<file path="config.mk">
export PLATFORM = sky130hd
export DESIGN_NAME = div_iter
export DESIGN_NICKNAME = d
export VERILOG_FILES = /design/src/rtl/div_iter.sv
export SDC_FILE = /design/constraint.sdc
export NUM_CORES = 1
export LEC_CHECK = 0
export BUFFER_PORTS_ARGS = -buffer_cell sky130_fd_sc_hd__buf_2
export CORE_ASPECT_RATIO = 0.75
export CORE_UTILIZATION = 60
export CTS_BUF_LIST = sky130_fd_sc_hd__clkbuf_8
export DETAILED_ROUTE_END_ITERATION = 10
export GPL_TIMING_DRIVEN = 0
export PLACE_DENSITY = 0.82
export SYNTH_ARGS = -nofsm -noshare
export SYNTH_HDL_FRONTEND = slang
export SYNTH_SLANG_ARGS = --single-unit
</file>
<file path="constraint.sdc">
create_clock -name clk -period 8.6 [get_ports clk]
set_input_delay 0 -clock clk [delete_from_list [all_inputs] [get_ports clk]]
set_output_delay 0 -clock clk [all_outputs]
set_load 0.005 [all_outputs]
</file>
<file path="src/rtl/div_iter.sv">
// Iterative restoring divider: one quotient bit per cycle on operand magnitudes,
// signed (truncating) or unsigned, with annul and divide-by-zero handling.
module div_iter #(
    parameter int WIDTH = 32
) (
    input  logic               clk,
    input  logic               resetn,
    input  logic               start,
    input  logic               signed_div,
    input  logic [WIDTH-1:0]   a,
    input  logic [WIDTH-1:0]   b,
    input  logic               annul,
    output logic               busy,
    output logic               valid,
    output logic [2*WIDTH-1:0] result,
    output logic               div_by_zero
);

    localparam int            CW   = $clog2(WIDTH);
    localparam logic [CW-1:0] LAST = CW'(WIDTH - 1);

    typedef enum logic [1:0] {
        IDLE,
        CALC,
        DONE
    } state_t;

    state_t           state;
    logic [CW-1:0]    cnt;
    logic [WIDTH-1:0] rem;
    logic [WIDTH-1:0] quo;
    logic [WIDTH-1:0] dvs;
    logic             neg_q;
    logic             neg_r;

    logic [WIDTH-1:0] a_mag;
    logic [WIDTH-1:0] b_mag;
    logic [WIDTH:0]   shifted;
    logic [WIDTH:0]   diff;
    logic [WIDTH-1:0] rem_nxt;
    logic [WIDTH-1:0] quo_nxt;
    logic [WIDTH-1:0] q_final;
    logic [WIDTH-1:0] r_final;

    // quo starts as the dividend magnitude and fills with quotient bits from the right;
    // a clear top bit of diff means the trial subtraction fits.
    always_comb begin
        a_mag   = (signed_div && a[WIDTH-1]) ? -a : a;
        b_mag   = (signed_div && b[WIDTH-1]) ? -b : b;
        shifted = {rem, quo[WIDTH-1]};
        diff    = shifted - {1'b0, dvs};
        if (!diff[WIDTH]) begin
            rem_nxt = diff[WIDTH-1:0];
            quo_nxt = {quo[WIDTH-2:0], 1'b1};
        end else begin
            rem_nxt = shifted[WIDTH-1:0];
            quo_nxt = {quo[WIDTH-2:0], 1'b0};
        end
        q_final = neg_q ? -quo_nxt : quo_nxt;
        r_final = neg_r ? -rem_nxt : rem_nxt;
    end

    always_ff @(posedge clk) begin
        // NOTE: synchronous reset clears datapath too so result reads 0; <= keeps all updates parallel.
        if (!resetn) begin
            state       <= IDLE;
            cnt         <= '0;
            busy        <= 1'b0;
            valid       <= 1'b0;
            result      <= '0;
            div_by_zero <= 1'b0;
            rem         <= '0;
            quo         <= '0;
            dvs         <= '0;
            neg_q       <= 1'b0;
            neg_r       <= 1'b0;
        end else begin
            case (state)
                IDLE: begin
                    valid <= 1'b0;
                    busy  <= 1'b0;
                    if (start && !annul) begin
                        cnt   <= '0;
                        rem   <= '0;
                        quo   <= a_mag;
                        dvs   <= b_mag;
                        neg_q <= signed_div && (a[WIDTH-1] ^ b[WIDTH-1]);
                        neg_r <= signed_div && a[WIDTH-1];
                        busy  <= 1'b1;
                        if (b == '0) begin
                            state       <= DONE;
                            valid       <= 1'b1;
                            result      <= {a, {WIDTH{1'b1}}};
                            div_by_zero <= 1'b1;
                        end else begin
                            state <= CALC;
                        end
                    end
                end
                CALC: begin
                    if (annul) begin
                        state <= IDLE;
                        busy  <= 1'b0;
                    end else begin
                        rem <= rem_nxt;
                        quo <= quo_nxt;
                        cnt <= cnt + 1'b1;
                        if (cnt == LAST) begin
                            state       <= DONE;
                            valid       <= 1'b1;
                            result      <= {r_final, q_final};
                            div_by_zero <= 1'b0;
                        end
                    end
                end
                DONE: begin
                    state <= IDLE;
                    busy  <= 1'b0;
                    valid <= 1'b0;
                end
                default: begin
                    state <= IDLE;
                    busy  <= 1'b0;
                    valid <= 1'b0;
                end
            endcase
        end
    end

endmodule

</file>
==> summary.txt, run 1 <==
Finish
  • Layout Nets: 1,884
  • Reg area: 0.00344 mm^2
  • Fill count: 1,567
  • # diodes: 0
  • Multi-input combinational cell area: 0.00757 mm^2
  • Fraction of layout instances using a drive strength above 1: 0.112
  • Most common cell after layout, fill and taps aside: nor2_1
  • Final instance area: 0.0136 mm^2
  • Most frequent cells in the layout: nor2_1, a21oi_1, dfxtp_1
  • Finished Layout Cells: 2,036
  • P&R area growth vs syn: 17.7%

Placed design
  • Inst Count DP: 1,940
  • Post-Place Setup Slack: 2.18 ns
  • Port Buffers: 133
  • DP Wirelength: 33,300 um
  • Placer congestion estimate: 1.01
  • DP Area: 0.0126 mm^2

Pwr
  • Pwr dens: 142 mW/mm^2
  • Sw Pwr: 697 uW
  • Sw frac: 0.361
  • Seq pwr share: 0.437
  • P_int: 1.23 mW
  • Pwr Total: 1.93 mW
  • Leakage Power: 5.47 nW
  • VDD IR max: 0.0893 mV
  • Clock group share of total power: 0.324
  • Combinational share of power: 0.238

Clock tree
  • Post_cts resized: 0
  • Clk buf depth: 2
  • TritonCTS clock tree: done
  • Clock transition at path regs: 0.10 ns
  • Number of hold buffers added after CTS: 64
  • Clock Latency Late Sink: 0.50 ns
  • Clock sinks: 172
  • H-tree Lvls: 4
  • Clk root buf: clkbuf_8
  • Setup bufs post-CTS: 0
  • Total CTS buffers: 17

Drt
  • Vias/cell: 6.50
  • Total number of vias: 13.2k
  • WL final: 44,000 um
  • Drt pass-1 iters: 8
  • Post-route DRC: 0
  • DRT antenna net count: 0
  • 1st-iter DRT viols: 2,002
  • DR WL/cell: 21.6 um

Logic synthesis
  • Mapped cell area: 0.0116 mm^2
  • Synth Area per Inst: 7.43 um^2
  • Mapped Nets: 1,668
  • Yosys cell types: 75
  • Number of synthesized flops with an enable pin: 0
  • Main synth FF type: dfxtp_1
  • Seq cells post-synth: 172
  • Ys async rst share: 0
  • Cell count after synthesis: 1,560
  • Synth Warn #: 0
  • Seq/Total Area, Yosys: 0.297

Setup path
  • R2r worst-path depth: 22
  • Critical path class: reg2reg
  • Reg2reg end: result[60]$_SDFFE_PN0P_
  • CP endpoint kind: register
  • Worst setup path start: dvs[14]$_SDFFE_PN0P_
  • WP data arrival: 7.40 ns
  • CP Data Required Time: 9.02 ns
  • Reg-to-Reg Start: dvs[14]$_SDFFE_PN0P_
  • Flop2flop setup slack: 1.61 ns
  • Startpoint type of the worst setup path: register
  • Max FO, Critical Path: 10
  • Crit path to: result[60]$_SDFFE_PN0P_

Timing
  • Slew @ Worst Pin: 1.38 ns
  • Relative slew margins: 0.0734
  • Final WS setup: 1.61 ns
  • Unrepaired setup endpoints after global routing: no
  • Fin crit period: 6.99 ns
  • Period utilisation layout: 0.812
  • Clk_skew: 0.0201 ns
  • Finish-stage setup viols: 0
  • F_max: 0.143 GHz
  • Max Transition Viols Final: 0
  • Setup TNS Final: 0 ns
  • Final hold vios: 0

Floorplanning
  • Core Region: 0.0187 mm^2
  • I/O Pins: 136
  • Number of cell rows: 43
  • Die H: 122 um
  • DIE AREA: 0.0199 mm^2
  • Initial Util: 0.619
  • Die X: 162 um

Global routing
  • GRT Util Overall: 0.442
  • Initial antenna violation count: 0
  • Met3 Usage GRT: 0.161
  • GR peak layer: met1
  • Largest net degree at the start of global routing: 20
  • First-pass GRT wire length: 66,600 um
  • GR met1 Demand/Resource: 0.644
  • Vias in the first global route: 11.8k
  • Gr ovfl total: 0
  • GR Util met2: 0.601

Status
  • Run status: finished, final reports clean

Flow run
  • Max cap viols: 0

Min path
  • Worst Hold Class: in2reg
-- routing by layer --
layer	share of wire	wire length (um)
met2	0.39	17100
met4	0.020	871
met1	0.44	19200
met5	0	0
met3	0.16	6840
-- logic make-up (layout without fill, tap and decap cells) --
family,count (synthesis),in the layout,share of synthesized area
DFF,172,172,0.297
AOI/OAI and AO/OA,501,501,0.271
and+or+nand+nor,534,534,0.210
buffers and inverters,148,377,0.0494
adders and majority gates,39,39,0.0428
muxes,30,30,0.0270
xor gates and xnor gates,136,136,0.103
-- how the worst min path moves through the flow --
| stage | depth (start not counted) | slack (ns) | end | startpoint |
|---|---|---|---|---|
| after global placement | 3 | 0.29 | dvs[0]$_SDFFE_PN0P_ | b[0] |
| after global routing | 3 | 0.02 | result[63]$_SDFFE_PN0P_ | a[31] |
| after floorplan | 2 | 0.14 | dvs[0]$_SDFFE_PN0P_ | b[0] |
| after CTS | 5 | 0.0002 | dvs[29]$_SDFFE_PN0P_ | b[27] |
| final | 4 | 0.02 | result[52]$_SDFFE_PN0P_ | a[20] |
| after detailed placement | 3 | 0.30 | dvs[0]$_SDFFE_PN0P_ | b[0] |
-- flip-flops by register name, indices dropped and copies added, names as in the netlist, 2 cells and up --
register  flops
cnt           5
result       64
rem          32
state         2
quo          32
dvs          32
-- power by group through the flow --
| stage | sequential [mW] | combinational [mW] | clock (mW) |
|---|---|---|---|
| final | 0.844 | 0.460 | 0.626 |
| after global routing | 0.846 | 0.493 | 0.644 |
| after CTS | 0.842 | 0.437 | 0.615 |
| after detailed placement | 0.860 | 0.412 | 0 |
| after global placement | 0.859 | 0.406 | 0 |
| after floorplan | 0.852 | 0.282 | 0 |
-- worst max-delay path, stage by stage, from the launching register on --
cell	delay [ns]
dfxtp_1	0.32
inv_1	0.08
ha_1	0.28
clkbuf_1	0.30
nand2_1	0.18
nor4_2	0.50
o21ai_1	0.26
a21oi_1	0.33
o21a_1	0.43
nor2_2	0.12
inv_2	0.21
buf_1	0.42
clkbuf_1	0.64
nor2_1	0.09
a21oi_1	0.52
ha_1	0.35
nand3_1	0.13
mux2i_1	0.25
o2111ai_1	0.32
nor4_1	0.68
mux2i_1	0.26
nand2_1	0.06
a31oi_1	0.17
-- cell type report --
class	instances	share of cell area
Buffer	94	0.0272
Tap cell	247	0.0227
Clock buffer	17	0.0172
Multi-Input combinational cell	1240	0.555
Clock inverter	15	0.0144
Timing Repair Buffer	197	0.0958
Inverter	54	0.0149
Sequential cell	172	0.253
-- cell usage after synthesis (23+ instances only) --
cell / instances / area [um^2]
a21oi_1: 172 / 861
mux2i_1: 23 / 230
nor3_1: 31 / 155
nor2_1: 225 / 845
dfxtp_1: 172 / 3440
o21ai_0: 115 / 576
inv_1: 52 / 195
a211oi_1: 56 / 420
clkbuf_1: 79 / 297
xor2_1: 77 / 674
ha_1: 38 / 475
nand2_1: 140 / 526
xnor2_1: 59 / 517
o31ai_1: 24 / 180
a311oi_1: 23 / 201
or3_1: 32 / 200
-- per-stage QoR --
stage / hold WS (ns) / util
global placement: 0.294 / 0.671
detailed placement: 0.303 / 0.671
floorplan: 0.136 / -
CTS: 0.000233 / 0.728
finish: 0.0194 / 0.728
global route: 0.0191 / 0.728
(Power assumes the default switching activity.)
==> run 2, diff against run 1 <==
--- a/config.mk
+++ b/config.mk
@@ -7,11 +7,11 @@
 export LEC_CHECK = 0
 export BUFFER_PORTS_ARGS = -buffer_cell sky130_fd_sc_hd__buf_2
 export CORE_ASPECT_RATIO = 0.75
-export CORE_UTILIZATION = 60
+export CORE_UTILIZATION = 55
 export CTS_BUF_LIST = sky130_fd_sc_hd__clkbuf_8
 export DETAILED_ROUTE_END_ITERATION = 10
 export GPL_TIMING_DRIVEN = 0
-export PLACE_DENSITY = 0.82
+export PLACE_DENSITY = 0.79
 export SYNTH_ARGS = -nofsm -noshare
 export SYNTH_HDL_FRONTEND = slang
 export SYNTH_SLANG_ARGS = --single-unit
==> constraint.sdc (replaced) <==
create_clock -name clk -period 6.2 [get_ports clk]
set_input_delay 0 -clock clk [delete_from_list [all_inputs] [get_ports clk]]
set_output_delay 0 -clock clk [all_outputs]
set_load 0.005 [all_outputs]
==> run 2 against run 1 <==
Against the previous run: global-route usage decreased by 3.0 points; cell count up 2.0%; power rose by 43%; critical path depth shrank 2; sequential cell count unchanged; die area increased by 9.0%; count of clock-buffer cells in the layout grew 1; core utilization decreased by 5.4 points; register-to-register slack lost 1.3 ns; fmax increased by 18%; routed wire length up 2.4%; setup slack got worse by 1.3 ns.
==> summary.txt, run 2 (synthesis results as in run 1) <==
Setup path
  • Worst path most repeated cell: mux2i_1
  • Worst path cell trace: ha_1 -> a21oi_1 -> o211ai_1 -> a21boi_1 -> a21oi_2 -> o21a_2 -> nor2_2 -> buf_6 -> buf_2 -> clkbuf_4 -> clkbuf_4 -> mux2i_1 -> ha_1 -> nand3_1 -> mux2i_1 -> o2111ai_2 -> nor4_2 -> mux2i_1 -> nand2_1 -> a31oi_1
  • CP endpoint kind: register
  • Delay of the slowest cell on the worst path: 0.50 ns
  • Critical path class: reg2reg
  • Max FO, Critical Path: 10
  • CP max stage cell: a21boi_1
  • Startpoint type of the worst setup path: register
  • WP data arrival: 6.34 ns
  • Crit path to: result[60]$_SDFFE_PN0P_
  • R2r worst-path depth: 20
  • Flop2flop setup slack: 0.29 ns
  • Worst setup path start: rem[12]$_SDFFE_PN0P_
  • Reg-to-Reg Start: rem[12]$_SDFFE_PN0P_
  • CP Data Required Time: 6.63 ns
  • Reg2reg end: result[60]$_SDFFE_PN0P_

Global routing
  • Initial antenna violation count: 1
  • Gr ovfl total: 0
  • Vias in the first global route: 11.9k
  • Largest net degree at the start of global routing: 17
  • First-pass GRT wire length: 67,600 um
  • GRT Util Overall: 0.412

Timing
  • Max Transition Viols Final: 0
  • F_max: 0.169 GHz
  • Unrepaired setup endpoints after global routing: no
  • Final hold vios: 0
  • Finish-stage setup viols: 0
  • Period utilisation layout: 0.953
  • Final WS setup: 0.293 ns
  • Slew @ Worst Pin: 1.30 ns
  • Relative slew margins: 0.125
  • Fin crit period: 5.91 ns
  • Clk_skew: 0.0140 ns
  • Setup TNS Final: 0 ns

Pwr
  • Pwr Total: 2.75 mW
  • P_int: 1.85 mW
  • Leakage Power: 5.54 nW
  • Clock group share of total power: 0.341
  • Sw frac: 0.327
  • Sw Pwr: 900 uW
  • Seq pwr share: 0.425
  • Combinational share of power: 0.234
  • Pwr dens: 200 mW/mm^2
  • VDD IR max: 0.193 mV

Placed design
  • Placer congestion estimate: 0.977
  • Post-Place Setup Slack: -0.410 ns
  • DP Area: 0.0126 mm^2
  • DP Wirelength: 34,100 um
  • Port Buffers: 133

Clock tree
  • H-tree Lvls: 4
  • Clock Latency Late Sink: 0.49 ns
  • Total CTS buffers: 17
  • Clk buf depth: 2
  • TritonCTS clock tree: done
  • Clock sinks: 172
  • Clock transition at path regs: 0.10 ns
  • Clk root buf: clkbuf_8
  • Setup bufs post-CTS: 0

Drt
  • Vias/cell: 6.40
  • WL final: 45,000 um
  • DRT antenna net count: 0
  • Drt pass-1 iters: 8
  • 1st-iter DRT viols: 1,901
  • Total number of vias: 13.3k
  • Post-route DRC: 0
  • DR WL/cell: 21.7 um

Finish
  • Layout Nets: 1,888
  • Most flops, register: result
  • Final instance area: 0.0138 mm^2
  • Most common cell after layout, fill and taps aside: nor2_1
  • Final Util: 0.674
  • Most frequent cells in the layout: nor2_1, dfxtp_1, a21oi_1
  • Fraction of layout instances using a drive strength above 1: 0.114
  • P&R area growth vs syn: 18.9%
  • Max FFs per register: 64

Floorplanning
  • I/O Pins: 136
  • DIE AREA: 0.0217 mm^2
  • Initial Util: 0.567
  • Die H: 128 um
  • Core Region: 0.0204 mm^2
  • Number of cell rows: 45
  • Die X: 170 um

Min path
  • Worst Hold Class: in2reg

Flow run
  • Max cap viols: 0

Status
  • Run status: finished, final reports clean
-- run 2: cell types whose count changed in the layout (fill, tap and decap cells not counted), sizes merged --
cell | before | now
clkbuf | 96 | 100
inv | 61 | 59
diode | 0 | 1
clkinv | 6 | 3
buf | 148 | 145
bufinv | 1 | 5
dlygate4sd3 | 64 | 68
-- run 2: layout make-up --
| cell class | instances | area [um^2] |
|---|---|---|
| Buffer | 94 | 378 |
| Timing Repair Buffer | 201 | 1350 |
| Multi-Input combinational cell | 1240 | 7610 |
| Antenna cell | 1 | 2.50 |
| Sequential cell | 172 | 3440 |
| Inverter | 54 | 203 |
| Fill cell | 1792 | 6650 |
| Clock inverter | 14 | 203 |
| Tap cell | 282 | 353 |
| Clock buffer | 18 | 248 |
-- run 2: critical path: cells and delay by family (launching register included) --
family                   cells  cell delay (ns)
AO/OA/AOI/OAI                7             1.95
buffers and inverters        4             1.16
adder cells (fa/ha/maj)      2             0.63
flip-flops                   1             0.44
AND/OR/NAND/NOR              4             0.80
multiplexers                 3             0.85
-- run 2: through the flow --
stage	cells	hold WS [ns]
6_report	2076	0.0207
5_1_grt	2076	0.0342
4_1_cts	2075	0.00147
3_5_place_dp	1975	0.296
3_3_place_gp	1975	0.294
2_1_floorplan	1560	0.136
-- run 2: what timing repair did --
item	in CTS	in global routing
endpoints found under the setup margin	9	12
hold buffers	68	0
resized for setup	3	9
endpoints found under the hold margin	65	0
pin swaps	0	1
-- run 2: worst min path at each step --
stage	from	to	depth (start not counted)
after detailed placement	b[0]	dvs[0]$_SDFFE_PN0P_	3
after global routing	a[31]	result[63]$_SDFFE_PN0P_	3
after global placement	b[0]	dvs[0]$_SDFFE_PN0P_	3
final	b[27]	dvs[28]$_SDFFE_PN0P_	5
after floorplan	b[0]	dvs[0]$_SDFFE_PN0P_	2
after CTS	b[27]	dvs[28]$_SDFFE_PN0P_	5
-- run 2: per-layer routing --
metal / share of wire / up-vias / track usage
li1: - / 6062 / -
met1: 0.44 / 6245 / 0.593
met2: 0.40 / 892 / 0.566
met3: 0.15 / 94 / 0.151
met4: 0.017 / 2 / 0.110
met5: 0.0015 / - / 0.0229
-- run 2: power by group through the flow --
stage                     clock network [mW]  logic (mW)  registers (mW)
after floorplan                            0       0.391            1.18
after global placement                     0       0.568            1.19
after detailed placement                   0       0.574            1.19
after CTS                              0.926       0.614            1.17
after global routing                   0.971       0.688            1.17
final                                  0.937       0.645            1.17
